[config.mk]
export PLATFORM = sky130hd
export DESIGN_NAME = pipe_stage_reg
export DESIGN_NICKNAME = d
export VERILOG_FILES = /design/src/rtl/pipe_stage_reg.sv
export SDC_FILE = /design/constraint.sdc
export NUM_CORES = 1
export LEC_CHECK = 0
export CORE_MARGIN = 5
export CORE_UTILIZATION = 45
export DETAILED_ROUTE_END_ITERATION = 8
export PLACE_DENSITY = 0.72
export SLEW_MARGIN = 20
export SYNTH_ARGS = -nofsm -noshare
export SYNTH_HDL_FRONTEND = slang
export SYNTH_SLANG_ARGS = --single-unit
[constraint.sdc]
create_clock -name clk -period 4.15 [get_ports clk]
set_input_delay 0.83 -clock clk [delete_from_list [all_inputs] [get_ports clk]]
set_output_delay 0.83 -clock clk [all_outputs]
set_load 0.01 [all_outputs]
[src/rtl/pipe_stage_reg.sv]
// Pipeline stage register with a one-entry skid buffer.
// The main entry drives the outputs and the skid entry absorbs the beat that
// arrives while the downstream stalls. This lets in_ready depend only on
// registered state and freeze, so no combinational path runs from out_ready
// to in_ready.
// Freeze holds everything and overrides flush. Flush empties the stage and
// zeroes every payload register. A bubble presents all-zero control, so an
// empty stage can never trigger a memory access or a register write.
module pipe_stage_reg #(
    parameter int DATA_WIDTH = 32,
    parameter int CTRL_WIDTH = 8
) (
    input  logic                  clk,
    input  logic                  rst,
    input  logic                  flush,
    input  logic                  freeze,
    input  logic                  in_valid,
    output logic                  in_ready,
    input  logic [DATA_WIDTH-1:0] in_data,
    input  logic [CTRL_WIDTH-1:0] in_ctrl,
    output logic                  out_valid,
    input  logic                  out_ready,
    output logic [DATA_WIDTH-1:0] out_data,
    output logic [CTRL_WIDTH-1:0] out_ctrl,
    output logic [1:0]            occupancy
);

    logic                  main_valid_r;
    logic [DATA_WIDTH-1:0] main_data_r;
    logic [CTRL_WIDTH-1:0] main_ctrl_r;
    logic                  skid_valid_r;
    logic [DATA_WIDTH-1:0] skid_data_r;
    logic [CTRL_WIDTH-1:0] skid_ctrl_r;

    logic                  main_valid_s;
    logic [DATA_WIDTH-1:0] main_data_s;
    logic [CTRL_WIDTH-1:0] main_ctrl_s;
    logic                  skid_valid_s;
    logic [DATA_WIDTH-1:0] skid_data_s;
    logic [CTRL_WIDTH-1:0] skid_ctrl_s;

    logic                  accept_s;
    logic                  pop_s;

    // The handshake outputs come from registered state and freeze only.
    assign in_ready  = ~skid_valid_r & ~freeze;
    assign out_valid = main_valid_r & ~freeze;
    assign out_data  = main_data_r;
    assign accept_s  = in_valid & in_ready;
    assign pop_s     = out_valid & out_ready;
    assign occupancy = {1'b0, main_valid_r} + {1'b0, skid_valid_r};

    // A bubble presents zero control, so it has no side effects downstream.
    always_comb begin
        out_ctrl = {CTRL_WIDTH{1'b0}};
        if (main_valid_r) begin
            out_ctrl = main_ctrl_r;
        end else begin
            out_ctrl = {CTRL_WIDTH{1'b0}};
        end
    end

    // Next-state selection: freeze, then flush, then refill main or fill skid.
    always_comb begin
        main_valid_s = main_valid_r;
        main_data_s  = main_data_r;
        main_ctrl_s  = main_ctrl_r;
        skid_valid_s = skid_valid_r;
        skid_data_s  = skid_data_r;
        skid_ctrl_s  = skid_ctrl_r;
        if (freeze) begin
            main_valid_s = main_valid_r;
        end else if (flush) begin
            main_valid_s = 1'b0;
            main_data_s  = {DATA_WIDTH{1'b0}};
            main_ctrl_s  = {CTRL_WIDTH{1'b0}};
            skid_valid_s = 1'b0;
            skid_data_s  = {DATA_WIDTH{1'b0}};
            skid_ctrl_s  = {CTRL_WIDTH{1'b0}};
        end else if (pop_s | ~main_valid_r) begin
            if (skid_valid_r) begin
                // The skid beat is older, so it moves to main first.
                main_valid_s = 1'b1;
                main_data_s  = skid_data_r;
                main_ctrl_s  = skid_ctrl_r;
                skid_valid_s = 1'b0;
                if (accept_s) begin
                    skid_valid_s = 1'b1;
                    skid_data_s  = in_data;
                    skid_ctrl_s  = in_ctrl;
                end else begin
                    skid_valid_s = 1'b0;
                end
            end else if (accept_s) begin
                main_valid_s = 1'b1;
                main_data_s  = in_data;
                main_ctrl_s  = in_ctrl;
            end else begin
                main_valid_s = 1'b0;
            end
        end else begin
            // Main is stalled: a newly accepted beat waits in skid.
            if (accept_s) begin
                skid_valid_s = 1'b1;
                skid_data_s  = in_data;
                skid_ctrl_s  = in_ctrl;
            end else begin
                skid_valid_s = skid_valid_r;
            end
        end
    end

    // Stage state register; reset empties the stage and zeroes every payload.
    always_ff @(posedge clk or negedge rst) begin
        if (!rst) begin
            main_valid_r <= 1'b0;
            main_data_r  <= {DATA_WIDTH{1'b0}};
            main_ctrl_r  <= {CTRL_WIDTH{1'b0}};
            skid_valid_r <= 1'b0;
            skid_data_r  <= {DATA_WIDTH{1'b0}};
            skid_ctrl_r  <= {CTRL_WIDTH{1'b0}};
        end else begin
            main_valid_r <= main_valid_s;
            main_data_r  <= main_data_s;
            main_ctrl_r  <= main_ctrl_s;
            skid_valid_r <= skid_valid_s;
            skid_data_r  <= skid_data_s;
            skid_ctrl_r  <= skid_ctrl_s;
        end
    end

endmodule

* Yosys cells after proc, flatten, opt, wreduce, memory -nomap -nowiden
Cells that the tools add are included.
** Storage, ports and cells
- Register bits after elaboration :: 82
- Output and inout port bits :: 44
** Cells by class
- $add $sub $neg :: 1
- Eq/ne operators :: 1
- Mux-type cells :: 25
- Bitwise operators :: 8
- Reductions and logical operators :: 7
** Operators with widths (number)
- 32-bit 2-to-1 mux :: 8
- 8-bit 2-to-1 mux :: 9
- 1-bit 2-to-1 mux :: 8
- 2-bit AND reduction :: 3
- 3-bit nonzero test :: 2
- 1-bit AND :: 4
- 3-bit inequality test, second input constant :: 1
- 1-bit NOT :: 3
- 3-bit AND reduction :: 1
- 1-bit by 1-bit adder with 2-bit output :: 1
- 2-bit nonzero test :: 1
- 1-bit bitwise OR :: 1

* Longest topological paths before layout
Gate-level depths: netlist of run 1.
- Word-level depth :: 7
- Depth in mapped cells :: 6
- Mapped depth without buffers :: 3

* Worst setup path before layout of run 1
No wires, ideal clock.
- Path type :: input-to-output
- From :: input freeze
- To :: output in_ready
- Arrival :: 1.477 ns
- Data required time :: 3.320 ns
- Setup slack :: 1.843 ns
- Stages :: 3
- Buffers on the path :: 2
- Cell sequence :: clkbuf_1 clkbuf_1 nor2_1
** On the way
- Cells in the longest elaborated chain, start to end :: 2
** Ends and longest elaborated chain
- from (decl) :: line 16 : input logic freeze,
- 1-bit NOT (no source line)
- 1-bit AND :: line 46 : assign in_ready = ~skid_valid_r & ~freeze;
- to (decl) :: line 18 : output logic in_ready,
No other way between the ends.

* Worst setup path after layout of run 1
Same ends and word-level chain as after synthesis.

==> impl_metrics.csv, run 1 <==
group,metric,value,unit
run_status,status,"finished clean",
final_layout,syn_to_final_growth,26.85,%
sta,clock.fmax,366.7,MHz
sta,max-slew-margin-rel,0.3877,
global_routing,grt_max_degree,83,
yosys,synth_cells,432,
die,rows,36,
cts,cts_buffers,9,
place,dp.cells,618,
power_and_ir_drop,total_power,2.143,mW
detailed_routing,drc_errors,0,
yosys,synthTopCellsByArea,"dfrtp_1 47%, o22ai_2 11%, mux2i_1 9.1%",
cts,clock_path_buffers,2,
job,cap_violations,0,
setup_path,slowest_delay,580,ps
hold_path,holdCritPathClass,"in -> async",
sta,fin_setup_tns,0,ps
setup_path,crit_chain,"buf_2 > nor2_1 > clkdlybuf4s50_1",
final_layout,seq_area,0.002053,mm2
place,io_buffer_count,89,
setup_path,cp_max_fo,22,
final_layout,drive_gt1_frac,0.1443,
yosys,synth_fp_nets,479,
place,gp_congestion,0.7330,
yosys,synth_top_cell_area_share,0.4680,
sta,setup_viol,0,
final_layout,fin_cells,632,
power_and_ir_drop,sw_frac_of_total,0.2837,
place,hpwl,7.068,mm
sta,rsz0062_at_grt,"no",
final_layout,fill_cells,848,
power_and_ir_drop,peakVddDrop,0.2039,mV
global_routing,antenna_found_initial,0,
setup_path,reg2reg_slack,1910,ps
die,ios,90,
power_and_ir_drop,power_density,385.3,mW/mm2
setup_path,cp_top_family,"buffers and inverters",
power_and_ir_drop,p_leak,2.171,nW
detailed_routing,num_vias,3546,
global_routing,grt_use_total,0.1927,
die,die-area,0.01182,mm2
power_and_ir_drop,power_frac_seq,0.465,
sta,hold_viol,0,
power_and_ir_drop,internal-power,1.535,mW
sta,finalMaxSlewViolations,0,
sta,min_period_over_period,0.6571,
sta,tightest_slew,918.4,ps
final_layout,fin_nets,543,
setup_path,cp.required,3320,ps
cts,clk_latency,350,ps
detailed_routing,postRouteAntennaNets,0,
detailed_routing,wl,11.37,mm
cts,post_cts_resized,0,
yosys,synth-seq-cells,82,
sta,hold_slack,505.9,ps
yosys,synth.cell_area,0.004384,mm2
global_routing,grt_pass1_wl,18.13,mm
die,start_util,0.4548,
die,die_h,108.7,um
detailed_routing,avgViaCountPerCell,5.611,
power_and_ir_drop,p_clk_frac,0.310,
die,fp.coreArea,0.009639,mm2
global_routing,grt_pass1_vias,3641,
setup_path,worstPathArrival,1900,ps
yosys,yosysSeqAreaShare,0.4680,
setup_path,cp_num_buf_inv,2,
cts,cts_root_buffer,"clkbuf_8",
setup_path,end_kind,"primary output",
sta,clock_skew,7.251,ps
yosys,synth.distinct_cells,26,
cts,clock_sinks,82,
setup_path,start_kind,"input port",
cts,cts_tree,"done",
cts,ctsHoldBuffers,0,
power_and_ir_drop,pwr-share-comb,0.225,
global_routing,overflow,0,
cts,clk_pin_slew,80,ps
detailed_routing,wl_per_cell,17.99,um
cts,post_cts_buffers,0,
yosys,post_synth.cell_area_avg,10.15,um2
yosys,yosysWarnings,0,
setup_path,crit_path_top_delay_cell,"clkdlybuf4s50_1",
final_layout,multi_input_area,0.002127,mm2
detailed_routing,drtIter0Drc,178,
setup_path,crit_type,"in -> out",
detailed_routing,first_pass_iters,4,
power_and_ir_drop,switchingPower,0.6081,mW
sta,period_needed,2727,ps
die,chipWidth,108.7,um
cts,cts_htree_levels,3,
yosys,synth_top_area_cell,"dfrtp_1",
final_layout,num_antenna_cells,0,
[final timing paths]
| check | cells past startpoint | to | start |
|---|---|---|---|
| worst max-delay path | 3 | in_ready | freeze |
| worst min-delay path | 1 | out_data[4]$_DFFE_PN0P_ | rst |
| worst max register to register | 5 | out_data[24]$_DFFE_PN0P_ | main_valid_r$_DFFE_PN0P_ |
| worst min register to register | 1 | skid_data_r[20]$_DFFE_PN0P_ | skid_data_r[20]$_DFFE_PN0P_ |
| max in group asynchronous | 1 | skid_valid_r$_DFFE_PN0P_ | rst |
| min in group clk | 1 | skid_data_r[20]$_DFFE_PN0P_ | skid_data_r[20]$_DFFE_PN0P_ |
[area by class of cell]
type	count	share of cell area
Inverter	2	0.001350
Clock inverter	2	0.01080
Tap cell	133	0.02992
Timing Repair Buffer	97	0.1766
Sequential cell	82	0.3692
Multi-Input combinational cell	304	0.3825
Clock buffer	12	0.02970
[layout by cell type (no fill, tap or decap), types with 2 or more instances in the layout]
cell,Yosys,layout
buf_16,0,2
nand3_1,58,58
o22ai_2,40,40
nor2b_1,2,2
clkdlybuf4s50_1,0,86
nor2_1,4,4
o21ai_0,2,2
mux2i_1,40,40
buf_4,1,6
nand3b_1,22,22
buf_2,10,2
o211ai_1,37,37
clkbuf_8,0,12
dfrtp_1,82,81
and2_1,8,8
a21oi_1,2,2
nand2_1,80,80
bufinv_16,0,2
[cell usage after synthesis]
cell type and count:
or4_1 1, o21ba_2 1, ha_1 1, nor2b_1 2, nor2_1 4, dfrtp_1 82, nand3b_1 22, and4bb_2 1
nand4bb_1 1, a32o_1 1, o211ai_1 37, nand3_1 58, o22ai_2 40, nand2_1 80, a21oi_1 2, nor3_1 1
and2_1 8, clkinv_1 1, mux2i_1 40, clkbuf_1 29, buf_4 1, buf_2 10, buf_6 4, inv_1 1
o21ai_0 2, nand2b_1 2
[state kept, by name (all words and copies together) (netlist names)]
signal	cells
main_ctrl_r	8
main_valid_r	1
out_data	32
skid_ctrl_r	8
skid_data_r	32
skid_valid_r	1
[metal layers]
layer	wire length (um)	share of wire	GRT usage	up-vias
met5	0	0	0	-
met4	210	0.018	0.07304	0
met3	569	0.050	0.02487	15
met2	5378	0.47	0.3142	95
met1	5213	0.46	0.2626	1760
li1	-	-	-	1676
[cell families after synthesis]
family / after synthesis / synth area share
buffers and inverters: 46 / 0.04994
AO/OA/AOI/OAI: 83 / 0.1866
adder cells (fa/ha/maj): 1 / 0.002853
flip-flops: 82 / 0.4680
AND/OR/NAND/NOR: 180 / 0.2012
multiplexers: 40 / 0.09132
[metrics by stage]
step	area, um2	setup WS [ps]	util
3_3_place_gp	5278	1172	0.5475
4_1_cts	5558	1407	0.5766
5_1_grt	5562	1375	0.5770
3_5_place_dp	5333	1124	0.5532
6_report	5562	1423	0.5770
2_1_floorplan	4384	1843	-
[power by group through the flow]
stage	combinational, mW	clock [mW]	sequential [mW]
after CTS	0.487	0.671	0.996
after detailed placement	0.486	0	1.01
after global routing	0.523	0.708	1.01
final	0.481	0.665	0.997
after global placement	0.466	0	1.00
after floorplan	0.285	0	1.00
Power figures use the tool's default switching activity.
==> run 2: changes to the inputs <==
Settings changed: PLACE_DENSITY 0.72 to 0.74.
Clock period 4.15 ns to 2.5 ns, I/O delays scaled along.
==> run 2 against run 1 <==
Against the previous run: final cell count increased by 1.3%; sequential cell count unchanged; via count increased by 1.9%; hold slack got worse by 360 ps; clock power increased by 32%; clock skew about the same; non-clock buffer count increased by 7; first-iteration DRC count increased by 11%; combinational power increased by 69%; design area increased by 0.29%; sequential power increased by 66%; largest cell class unchanged.
==> impl_metrics.csv, run 2 (synthesis gave the netlist of run 1 again) <==
group,metric,value,unit
final_layout,seq_area,0.002053,mm2
setup_path,reg2reg_slack,630,ps
setup_path,r2r-start,"skid_valid_r$_DFFE_PN0P_",
setup_path,end_kind,"primary output",
die,chipWidth,108.7,um
detailed_routing,wl_per_cell,17.86,um
setup_path,worst_r2r_path_depth,5,
detailed_routing,num_vias,3615,
detailed_routing,avgViaCountPerCell,5.648,
place,post-place-ws,254.6,ps
place,post_dp_cell_area,0.005408,mm2
sta,finalMaxSlewViolations,0,
place,io_buffer_count,89,
cts,clk_pin_slew,80,ps
sta,min_period_over_period,0.9046,
setup_path,crit_type,"reg -> out",
cts,clk_latency,360,ps
sta,tightest_slew,607.1,ps
final_layout,post-route-util,0.5787,
sta,max-slew-margin-rel,0.5928,
setup_path,rr_endpoint,"skid_data_r[24]$_DFFE_PN0P_",
global_routing,overflow,0,
setup_path,cp.required,2000,ps
cts,clock_path_buffers,2,
die,ios,90,
die,fp.coreArea,0.009639,mm2
sta,clock.fmax,442.2,MHz
final_layout,finalInstanceArea,0.005578,mm2
setup_path,start_kind,"flip-flop",
final_layout,drive_gt1_frac,0.1558,
final_layout,layout_common_cells,"86 x clkdlybuf4s50_1, 81 x dfrtp_1, 80 x nand2_1",
power_and_ir_drop,p_leak,2.189,nW
cts,post_cts_buffers,0,
die,die-area,0.01182,mm2
die,rows,36,
setup_path,critPathLaunch,"main_valid_r$_DFFE_PN0P_",
sta,rsz0062_at_grt,"no",
detailed_routing,wl,11.43,mm
job,cap_violations,0,
global_routing,antenna_found_initial,0,
global_routing,grt_pass1_wl,18.64,mm
sta,hold_viol,0,
sta,fin_setup_tns,0,ps
cts,cts_htree_levels,3,
setup_path,cp_max_fo,14,
cts,cts_root_buffer,"clkbuf_8",
final_layout,num_antenna_cells,0,
run_status,status,"finished clean",
place,gp_congestion,0.7456,
power_and_ir_drop,total_power,3.347,mW
global_routing,grt_max_degree,62,
cts,post_cts_resized,0,
sta,hold_slack,142.3,ps
final_layout,layout_commonest_cell,"clkdlybuf4s50_1",
power_and_ir_drop,power_density,600.1,mW/mm2
detailed_routing,drc_errors,0,
setup_path,worstPathArrival,1760,ps
cts,clock_sinks,82,
sta,setup_viol,0,
cts,ctsHoldBuffers,0,
sta,period_needed,2261,ps
sta,clock_skew,7.696,ps
cts,cts_buffers,9,
final_layout,syn_to_final_growth,27.23,%
final_layout,fin_nets,550,
global_routing,grt_pass1_vias,3713,
hold_path,holdCritPathClass,"in -> async",
place,dp.cells,625,
detailed_routing,first_pass_iters,5,
global_routing,grt_use_total,0.2004,
sta,setup_slack,238.6,ps
final_layout,fill_cells,859,
cts,cts_tree,"done",
setup_path,critPathCapture,"occupancy[0]",
final_layout,fin_cells,640,
detailed_routing,drtIter0Drc,198,
die,start_util,0.4548,
detailed_routing,postRouteAntennaNets,0,
final_layout,multi_input_area,0.002127,mm2
power_and_ir_drop,peakVddDrop,0.2893,mV
die,die_h,108.7,um
place,hpwl,7.442,mm
[run 2: worst max-delay path: stages (launching register included)]
cell             delay, ps
dfrtp_1                530
ha_1                   350
clkdlybuf4s50_1        530
[run 2: cell type report]
| class | instances | area share |
|---|---|---|
| clock inverter | 3 | 0.002692 |
| multi-input combinational | 304 | 0.3813 |
| clock buffer | 12 | 0.02782 |
| inverter | 2 | 0.001346 |
| sequential | 82 | 0.3681 |
| tap | 133 | 0.02983 |
| timing repair buffer | 104 | 0.1889 |
[run 2: report_power, final]
group          switching [mW]  internal, mW  total (mW)
combinational           0.403         0.411       0.814
sequential              0.145          1.51        1.66
clock                   0.470         0.406       0.875
[run 2: worst min-delay path by stage]
stage / cells after the start / end / slack (ps)
2_1_floorplan: 0 / main_ctrl_r[0]$_DFFE_PN0P_ / 200
3_3_place_gp: 1 / skid_data_r[20]$_DFFE_PN0P_ / 480
3_5_place_dp: 1 / skid_data_r[20]$_DFFE_PN0P_ / 500
4_1_cts: 1 / out_data[14]$_DFFE_PN0P_ / 150
5_1_grt: 1 / out_data[14]$_DFFE_PN0P_ / 180
6_report: 1 / out_data[12]$_DFFE_PN0P_ / 140
[run 2: metal layers]
metal | part of all wire | global-route usage | up-vias
met3 | 0.064 | 0.05210 | 16
met1 | 0.44 | 0.2662 | 1774
met4 | 0.016 | 0.06583 | 0
met5 | 0 | 0 | -
li1 | - | - | 1694
met2 | 0.48 | 0.3204 | 131
